<file path="src/rtl/fifo_rr_wr_arbiter.sv">
// Round-robin write arbiter sharing one registered FIFO write port among NUM_REQ pixel fetchers.
// Define ARB_WATCHDOG_EN to add the stall watchdog and its sticky wd_flag output.
module fifo_rr_wr_arbiter #(
  parameter int NUM_REQ    = 4,
  parameter int DATA_W     = 8,
  parameter int BURST_LEN  = 4,
  parameter int FIFO_DEPTH = 16,
  parameter int CNT_W      = 5,
  parameter int ID_W       = 2,
  parameter int TIMEOUT    = 8
) (
  input  logic                      clk,
  input  logic                      rst,
  input  logic [NUM_REQ-1:0]        req_valid,
  input  logic [NUM_REQ*DATA_W-1:0] req_data,
  input  logic [NUM_REQ-1:0]        req_last,
  output logic [NUM_REQ-1:0]        req_ready,
  input  logic [CNT_W-1:0]          fifo_count,
  output logic                      fifo_wr,
  output logic [DATA_W-1:0]         fifo_din,
  output logic [ID_W-1:0]           grant_id,
  output logic                      busy
`ifdef ARB_WATCHDOG_EN
  ,
  output logic                      wd_flag
`endif
);

  localparam int BEAT_W = 5;

  typedef enum logic {IDLE = 1'b0, BURST = 1'b1} state_t;

  state_t             state_r;
  state_t             state_s;
  logic [BEAT_W-1:0]  beat_cnt_r;
  logic [ID_W-1:0]    winner_s;
  logic               found_s;
  logic [CNT_W:0]     occ_s;
  logic               space_ok_s;
  logic               g_valid_s;
  logic               g_last_s;
  logic [DATA_W-1:0]  g_data_s;
  logic               acc_s;
  logic               end_s;
  logic               wd_fire_s;

  // Granted requester's valid/last/data, plus space check including the write in flight
  always_comb begin
    g_valid_s = req_valid[grant_id];
    g_last_s  = req_last[grant_id];
    g_data_s  = {DATA_W{1'b0}};
    for (int i = 0; i < NUM_REQ; i++) begin
      g_data_s = (grant_id == ID_W'(i)) ? req_data[i*DATA_W +: DATA_W] : g_data_s;
    end
    occ_s      = {1'b0, fifo_count} + {{CNT_W{1'b0}}, fifo_wr};
    space_ok_s = (occ_s < (CNT_W+1)'(FIFO_DEPTH));
    acc_s      = (state_r == BURST) && g_valid_s && space_ok_s && !rst;
    end_s      = acc_s && (g_last_s || (beat_cnt_r == BEAT_W'(BURST_LEN - 1)));
  end

  // Round-robin scan starting one past the last winner
  always_comb begin
    found_s  = 1'b0;
    winner_s = grant_id;
    for (int i = 1; i <= NUM_REQ; i++) begin
      winner_s = (!found_s && req_valid[ID_W'((int'(grant_id) + i) % NUM_REQ)])
                 ? ID_W'((int'(grant_id) + i) % NUM_REQ) : winner_s;
      found_s  = found_s | req_valid[ID_W'((int'(grant_id) + i) % NUM_REQ)];
    end
  end

`ifdef ARB_WATCHDOG_EN
  localparam int STALL_W = $clog2(TIMEOUT + 1);
  logic [STALL_W-1:0] stall_cnt_r;

  assign wd_fire_s = (state_r == BURST) && !g_valid_s &&
                     (stall_cnt_r == STALL_W'(TIMEOUT - 1));

  // Stall counter counts only cycles where the grantee is not valid; space stalls hold it
  always_ff @(posedge clk) begin
    if (rst) begin
      stall_cnt_r <= {STALL_W{1'b0}};
      wd_flag     <= 1'b0;
    end else begin
      if (state_r != BURST || acc_s || wd_fire_s) begin
        stall_cnt_r <= {STALL_W{1'b0}};
      end else if (!g_valid_s) begin
        stall_cnt_r <= stall_cnt_r + STALL_W'(1);
      end else begin
        stall_cnt_r <= stall_cnt_r;
      end
      wd_flag <= wd_flag | wd_fire_s;
    end
  end
`else
  assign wd_fire_s = 1'b0;
`endif

  // State register
  always_ff @(posedge clk) begin
    if (rst) begin
      state_r <= IDLE;
    end else begin
      state_r <= state_s;
    end
  end

  // Next-state logic
  always_comb begin
    state_s = state_r;
    case (state_r)
      IDLE:    state_s = found_s ? BURST : IDLE;
      BURST:   state_s = (end_s || wd_fire_s) ? IDLE : BURST;
      default: state_s = IDLE;
    endcase
  end

  // State-decoded outputs; ready is forced low while rst is asserted so no beat is lost
  always_comb begin
    busy      = (state_r == BURST);
    req_ready = {NUM_REQ{1'b0}};
    if ((state_r == BURST) && space_ok_s && !rst) begin
      req_ready[grant_id] = 1'b1;
    end else begin
      req_ready = {NUM_REQ{1'b0}};
    end
  end

  // Grant pointer, beat counter and registered FIFO write port
  always_ff @(posedge clk) begin
    if (rst) begin
      grant_id   <= ID_W'(NUM_REQ - 1);
      beat_cnt_r <= {BEAT_W{1'b0}};
      fifo_wr    <= 1'b0;
      fifo_din   <= {DATA_W{1'b0}};
    end else begin
      fifo_wr <= acc_s;
      if (acc_s) begin
        fifo_din <= g_data_s;
      end
      if ((state_r == IDLE) && found_s) begin
        grant_id   <= winner_s;
        beat_cnt_r <= {BEAT_W{1'b0}};
      end else if (acc_s) begin
        beat_cnt_r <= beat_cnt_r + BEAT_W'(1);
      end
    end
  end

endmodule

</file>
<file path="config.mk">
export PLATFORM = sky130hd
export DESIGN_NAME = fifo_rr_wr_arbiter
export DESIGN_NICKNAME = d
export VERILOG_FILES = /design/src/rtl/fifo_rr_wr_arbiter.sv
export SDC_FILE = /design/constraint.sdc
export NUM_CORES = 1
export LEC_CHECK = 0
export ABC_CLOCK_PERIOD_IN_PS = 2000
export BUFFER_PORTS_ARGS = -buffer_cell sky130_fd_sc_hd__buf_4
export CELL_PAD_IN_SITES_DETAIL_PLACEMENT = 0
export CELL_PAD_IN_SITES_GLOBAL_PLACEMENT = 1
export CORE_ASPECT_RATIO = 1.4
export CORE_MARGIN = 3
export CORE_UTILIZATION = 29
export DETAILED_ROUTE_END_ITERATION = 10
export GPL_TIMING_DRIVEN = 0
export PLACE_DENSITY_LB_ADDON = 0.1
export SETUP_SLACK_MARGIN = 0.5
export SLEW_MARGIN = 0
export SYNTH_ARGS = -nofsm -noshare
export SYNTH_HDL_FRONTEND = slang
export SYNTH_SLANG_ARGS = --single-unit
</file>
<file path="constraint.sdc">
create_clock -name clk -period 2 [get_ports clk]
set_clock_uncertainty 0.2 [all_clocks]
set_input_delay 0.2 -clock clk [delete_from_list [all_inputs] [get_ports clk]]
set_output_delay 0.2 -clock clk [all_outputs]
set_load 0.03 [all_outputs]
</file>
==> Word-level counts from Yosys, hierarchy flattened <==
Cells that the tools add are included.
{ "totals": {"ff_bits": 17, "input_bits": 47, "out_inout_bits": 16, "word_cells": 76} }
{ "op_classes": {"add_sub_neg": 6, "magnitude_cmp": 7, "n_eq_ne": 4, "n_mux": 30, "bitwise_logic": 4, "n_reduce_logical": 20} }
{ "op_table": {"columns": ["op", "count"], "rows": [
  ["two-way mux 8 bit", 4],
  ["less-than comparator 2 x 4 -> 1 bit, second input constant", 4],
  ["two-way mux 1 bit", 13],
  ["binary-select mux 1 bit (select 2 bit)", 6],
  ["logical AND 1 bit", 11],
  ["two-way mux 2 bit", 4],
  ["adder 5 x 1 -> 6 bit", 1],
  ["less-than comparator 6 x 5 -> 1 bit, second input constant", 1],
  ["adder 5 x 1 -> 5 bit, second input constant", 1],
  ["== test 5 x 2 -> 1 bit, second input constant", 1],
  ["adder 2 x 1 -> 2 bit, second input constant", 2],
  ["adder 2 bit, second input constant", 2],
  ["== test 2 bit, second input constant", 2],
  ["logical NOT 1 bit", 4],
  ["two-way mux 4 bit", 1],
  ["nonzero test 4 bit", 1],
  ["less-than comparator 2 x 3 -> 1 bit, second input constant", 1],
  ["bitwise OR 1 bit", 3],
  ["demux 1 bit (select 2 bit)", 1],
  ["== test 2 x 1 -> 1 bit, second input constant", 1],
  [">= comparator 2 x 1 -> 1 bit, second input constant", 1],
  ["logical NOT 2 bit", 1],
  ["one-hot mux 1 bit (2 select lines)", 1],
  ["AND reduction 2 bit", 1],
  ["3 further kinds", 3]
]} }

==> Longest topological paths before layout <==
{ "logic_depth": {"word_depth": 10, "depth_mapped": 8, "ltp_nobuf": 6} }

==> Least setup slack after synthesis <==
OpenSTA, ideal clock, no wires.
{ "synth_timing": {"kind": "register -> register", "from": "reg grant_id[0]", "to": "reg grant_id[0]", "setup_ps": 72, "arrival_time_ps": 1985, "t_required_ps": 1728, "path_slack_ps": -256, "stages_incl_launch_ff": 8, "n_path_buf": 1, "synth_period_minus_slack_ps": 2256, "cell_sequence": "dfxtp_1 buf_2 inv_1 ha_1 mux4_2 nor2b_1 o21ai_1 mux2i_1"} }
{ "synth_between": {"elab_chain_len": 10, "elab_cells_between_ends": 32, "cone_classes": "4 x add/sub; 16 x mux; 3 x bitwise; 9 x reduce/logical"} }
{ "synth_lines": {"columns": ["element", "line_no", "source"], "rows": [
  ["start: declaration", "21", "output logic [ID_W-1:0] grant_id,"],
  ["start signal: assignment", "132", "grant_id <= ID_W'(NUM_REQ - 1);"],
  ["start signal: assignment", "142", "grant_id <= winner_s;"],
  ["adder 2 x 1 -> 2 bit or adder 2 bit (tied branches)", "66, 67, 68", null],
  ["binary-select mux 1 bit (select 2 bit)", "66, 68", null],
  ["two-way mux 1 bit (not written as such) (2 in series)", "66, 68", null],
  ["bitwise OR 1 bit (2 in series)", "68", "found_s = found_s | req_valid[ID_W'((int'(grant_id) + i) % NUM_REQ)];"],
  ["logical NOT 1 bit", "66", "winner_s = (!found_s && req_valid[ID_W'((int'(grant_id) + i) % NUM_REQ)])"],
  ["logical AND 1 bit", "66", null],
  ["nonzero test 4 bit (no line)", null, null],
  ["AND reduction 2 bit (no line)", null, null]
]} }
Parallel ways exist; a longest one is shown, timed or not. The select of a mux whose other input is x is not followed.
A chain may end at the register's enable or synchronous reset.

==> Final worst setup path <==
{ "layout_timing": {"from": "reg grant_id[0]", "to": "reg beat_cnt_r[3]"} }
{ "layout_between": {"elab_chain_len": 9, "elab_cells_between_ends": 26, "cone_classes": "4 x add/sub; 14 x mux; 3 x bitwise; 5 x reduce/logical"} }
{ "layout_lines": {"columns": ["element", "line_no", "source"], "rows": [
  ["adder 2 x 1 -> 2 bit or adder 2 bit (tied branches)", "68", null],
  ["binary-select mux 1 bit (select 2 bit)", "68", null],
  ["two-way mux 1 bit (not written as such) (2 in series)", "68", null],
  ["bitwise OR 1 bit (3 in series)", "68", null],
  ["logical AND 1 bit", "141", "if ((state_r == IDLE) && found_s) begin"],
  ["OR reduction 2 bit (no line)", null, null],
  ["end signal: assignment", "133", "beat_cnt_r <= {BEAT_W{1'b0}};"],
  ["end signal: assignment", "143", "beat_cnt_r <= {BEAT_W{1'b0}};"],
  ["end signal: assignment", "145", "beat_cnt_r <= beat_cnt_r + BEAT_W'(1);"],
  ["end: declaration", "35", "logic [BEAT_W-1:0] beat_cnt_r;"]
]} }
Parallel ways exist; a longest one is shown, timed or not. The select of a mux whose other input is x is not followed.

==> flow_summary.toml <==
[setup_path]
critPathRequiredTime_ps = 1940
startpoint = "grant_id[0]"
path_class = "flop to flop"
reg2regPathDepth = 7
critPathArrivalTime_ps = 1820
r2r_slack_ps = 110
cp_max_fo = 5
end_kind = "flop"
reg2reg_to = "beat_cnt_r[3]"
startpoint_type = "flop"
crit_path_end = "beat_cnt_r[3]"
reg2reg_from = "grant_id[0]"

[clock_network]
cts_sinks = 17
numCtsBuffers = 3
clk_pin_slew_ps = 80
cts_tree = "yes"
htreeDepth = 1
cts_buffer_depth = 2
clockRootBuffer = "clkbuf_8"
clkLatencyLatePin_ps = 260

[layout]
num_antenna_cells = 0
drive_above_1_share_pct = 60.1
nets = 281
fin_util_pct = 57.8
synthToLayoutAreaGrowth_pct = 86.7
finalInstanceArea_sq_um = 2340
final_cells = 271

[sta]
min_period_ps = 1890
hold_slack_ps = 3.09
relSlewSlack_pct = 57.3
finalCritPeriodShare_pct = 94.4
finalSetupViolCount = 0
rsz0062_at_grt = "true"
fin_setup_tns_ps = 0
drv_slew = 0
worstMarginPinSlew_ps = 633
worst_slack_ps = 113
hold_viol_final = 0
fmax_mhz = 530

[synthesis]
ys_seq_area_share_pct = 27.1
syn_area_sq_um = 1250
syn-instance-count = 140
synth_seq_cells = 17
syn_area_per_cell_sq_um = 8.96
yosysTopAreaCellShare_pct = 27.1
synth_warnings = 0
synth_area_leaders = "dfxtp_1, a211o_1, a221oi_1, mux4_2, ha_1"
post-synth-top-count-cell = "dfxtp_1"
synthTopCellsByCount = "dfxtp_1, inv_1, o21ai_0"
synth-edff-count = 0
yosysUniqueCellTypes = 36
synth_ff_type = "dfxtp_1"
synthArstFlopShare_pct = 0
synth_top_area_cell = "dfxtp_1"
syn-num-nets = 192

[grt]
antenna_found_initial = 0
grt_max_degree = 11
overflow = 0
grt_first_pass_wirelength_mm = 6.33
grt_pass1_vias = 1436
grt_usage_pct = 15.8

[floorplanning]
die_h_um = 83.8
std_cell_rows = 27
fp.coreArea_sq_um = 4050
fp.dieW_um = 61.6
ioPinCount = 63
die-area_sq_um = 5160
start_util_pct = 31.0

[outcome]
status = "finished clean"

[power]
p_leak_nw = 1.07
p_per_area_nw_per_um2 = 942
peakVddDrop_mv = 0.566
p_total_mw = 2.21

[routing]
drt_wl_total_mm = 4.21
ant_nets = 0
firstDrtPassIters = 4
drt_iter0_markers = 68
vias = 1410
drc_errors = 0
post_drt_wl_per_cell_um = 15.5
routed_via_density = 5.20

[place]
placed_area_sq_um = 1860
port-buffer-count = 62
place.gp.congestion = 0.810
dp_cells = 245
dp.final_hpwl_mm = 3.09
pre_cts_ws_ps = -5.41

[run]
cap_violations = 0

[hold_path]
hp-class = "input port to flop"
[registers in the layout, summed over array words and instances, names as in the netlist]
name / flops
busy: 1
fifo_wr: 1
beat_cnt_r: 5
fifo_din: 8
grant_id: 2
[area by class of cell]
class	instances	area (sq um)
multi-input cells	98	922
clock buffers	3	41.3
plain buffers	10	168
inverters	15	61.3
flip-flops and latches	17	353
clock inverters	1	5.00
repair buffers	84	739
well taps	43	53.8
fillers	385	1710
[worst max-delay path, cell delays in order, from the launching register on]
cell	delay, ps
dfxtp_4	360
buf_12	130
buf_8	120
mux4_2	290
o211a_4	180
buf_8	140
nand4_4	60
mux2_4	290
[worst min path at each step]
stage,start,endpoint,depth (start not counted)
global route,req_data[29],fifo_din[5],3
finish,req_data[29],fifo_din[5],3
global placement,rst,busy,2
detailed placement,rst,busy,2
CTS,req_data[29],fifo_din[5],3
floorplan,rst,busy,1
[power by group]
group	internal [mW]	total [mW]	leakage, nW	switching (mW)
registers	0.382	0.424	0.139	0.0414
clock network	0.138	0.263	0.0255	0.124
logic	0.873	1.52	0.907	0.649
[cells by family (layout without fill, tap and decap cells)]
kind of cell    count (synthesis)  count (layout)  share of synthesized area [%]
buf+inv                        25             113                           9.67
compound gates                 45              45                           26.4
mux                            11              11                           14.8
fa+ha+maj                       5               5                           4.99
xor+xnor                        1               1                          0.698
simple gates                   36              36                           16.4
flops                          17              17                           27.1
[timing repair]
item | 4_1_cts | 5_1_grt
hold endpoints to repair | 1 | 0
hold buffers | 1 | 0
setup endpoints to repair | 21 | 21
buffers inserted | 12 | 4
gates resized for setup | 27 | 24
pin swaps | 5 | 8
gates cloned | 2 | 3
[metal layers]
layer	GRT usage, %	share of wire [%]
met1	19.0	40
met2	28.2	55
met3	2.17	5.3
met4	3.47	0
met5	0	0
[placed cells by master (no fill, tap or decap), types with 2 or more instances in the layout]
| cell | synthesis | routed |
|---|---|---|
| clkbuf_16 | 0 | 4 |
| nor2b_1 | 9 | 7 |
| buf_8 | 1 | 6 |
| buf_12 | 0 | 2 |
| nor3_1 | 2 | 2 |
| mux2i_1 | 5 | 5 |
| a211o_1 | 8 | 8 |
| a221oi_1 | 8 | 7 |
| buf_4 | 0 | 70 |
| a221oi_2 | 1 | 2 |
| nor2b_4 | 0 | 2 |
| nor2_1 | 6 | 6 |
| ha_1 | 5 | 2 |
| dfxtp_4 | 0 | 3 |
| buf_6 | 2 | 7 |
| ha_4 | 0 | 3 |
| inv_1 | 15 | 13 |
| mux4_2 | 3 | 5 |
| and2_4 | 0 | 4 |
| a31oi_1 | 8 | 7 |
| o21ai_0 | 10 | 2 |
| nand4_1 | 2 | 2 |
| o21ai_2 | 0 | 8 |
| nand2_1 | 8 | 8 |
| clkbuf_8 | 0 | 5 |
| dfxtp_1 | 17 | 13 |
(Power assumes the default switching activity.)
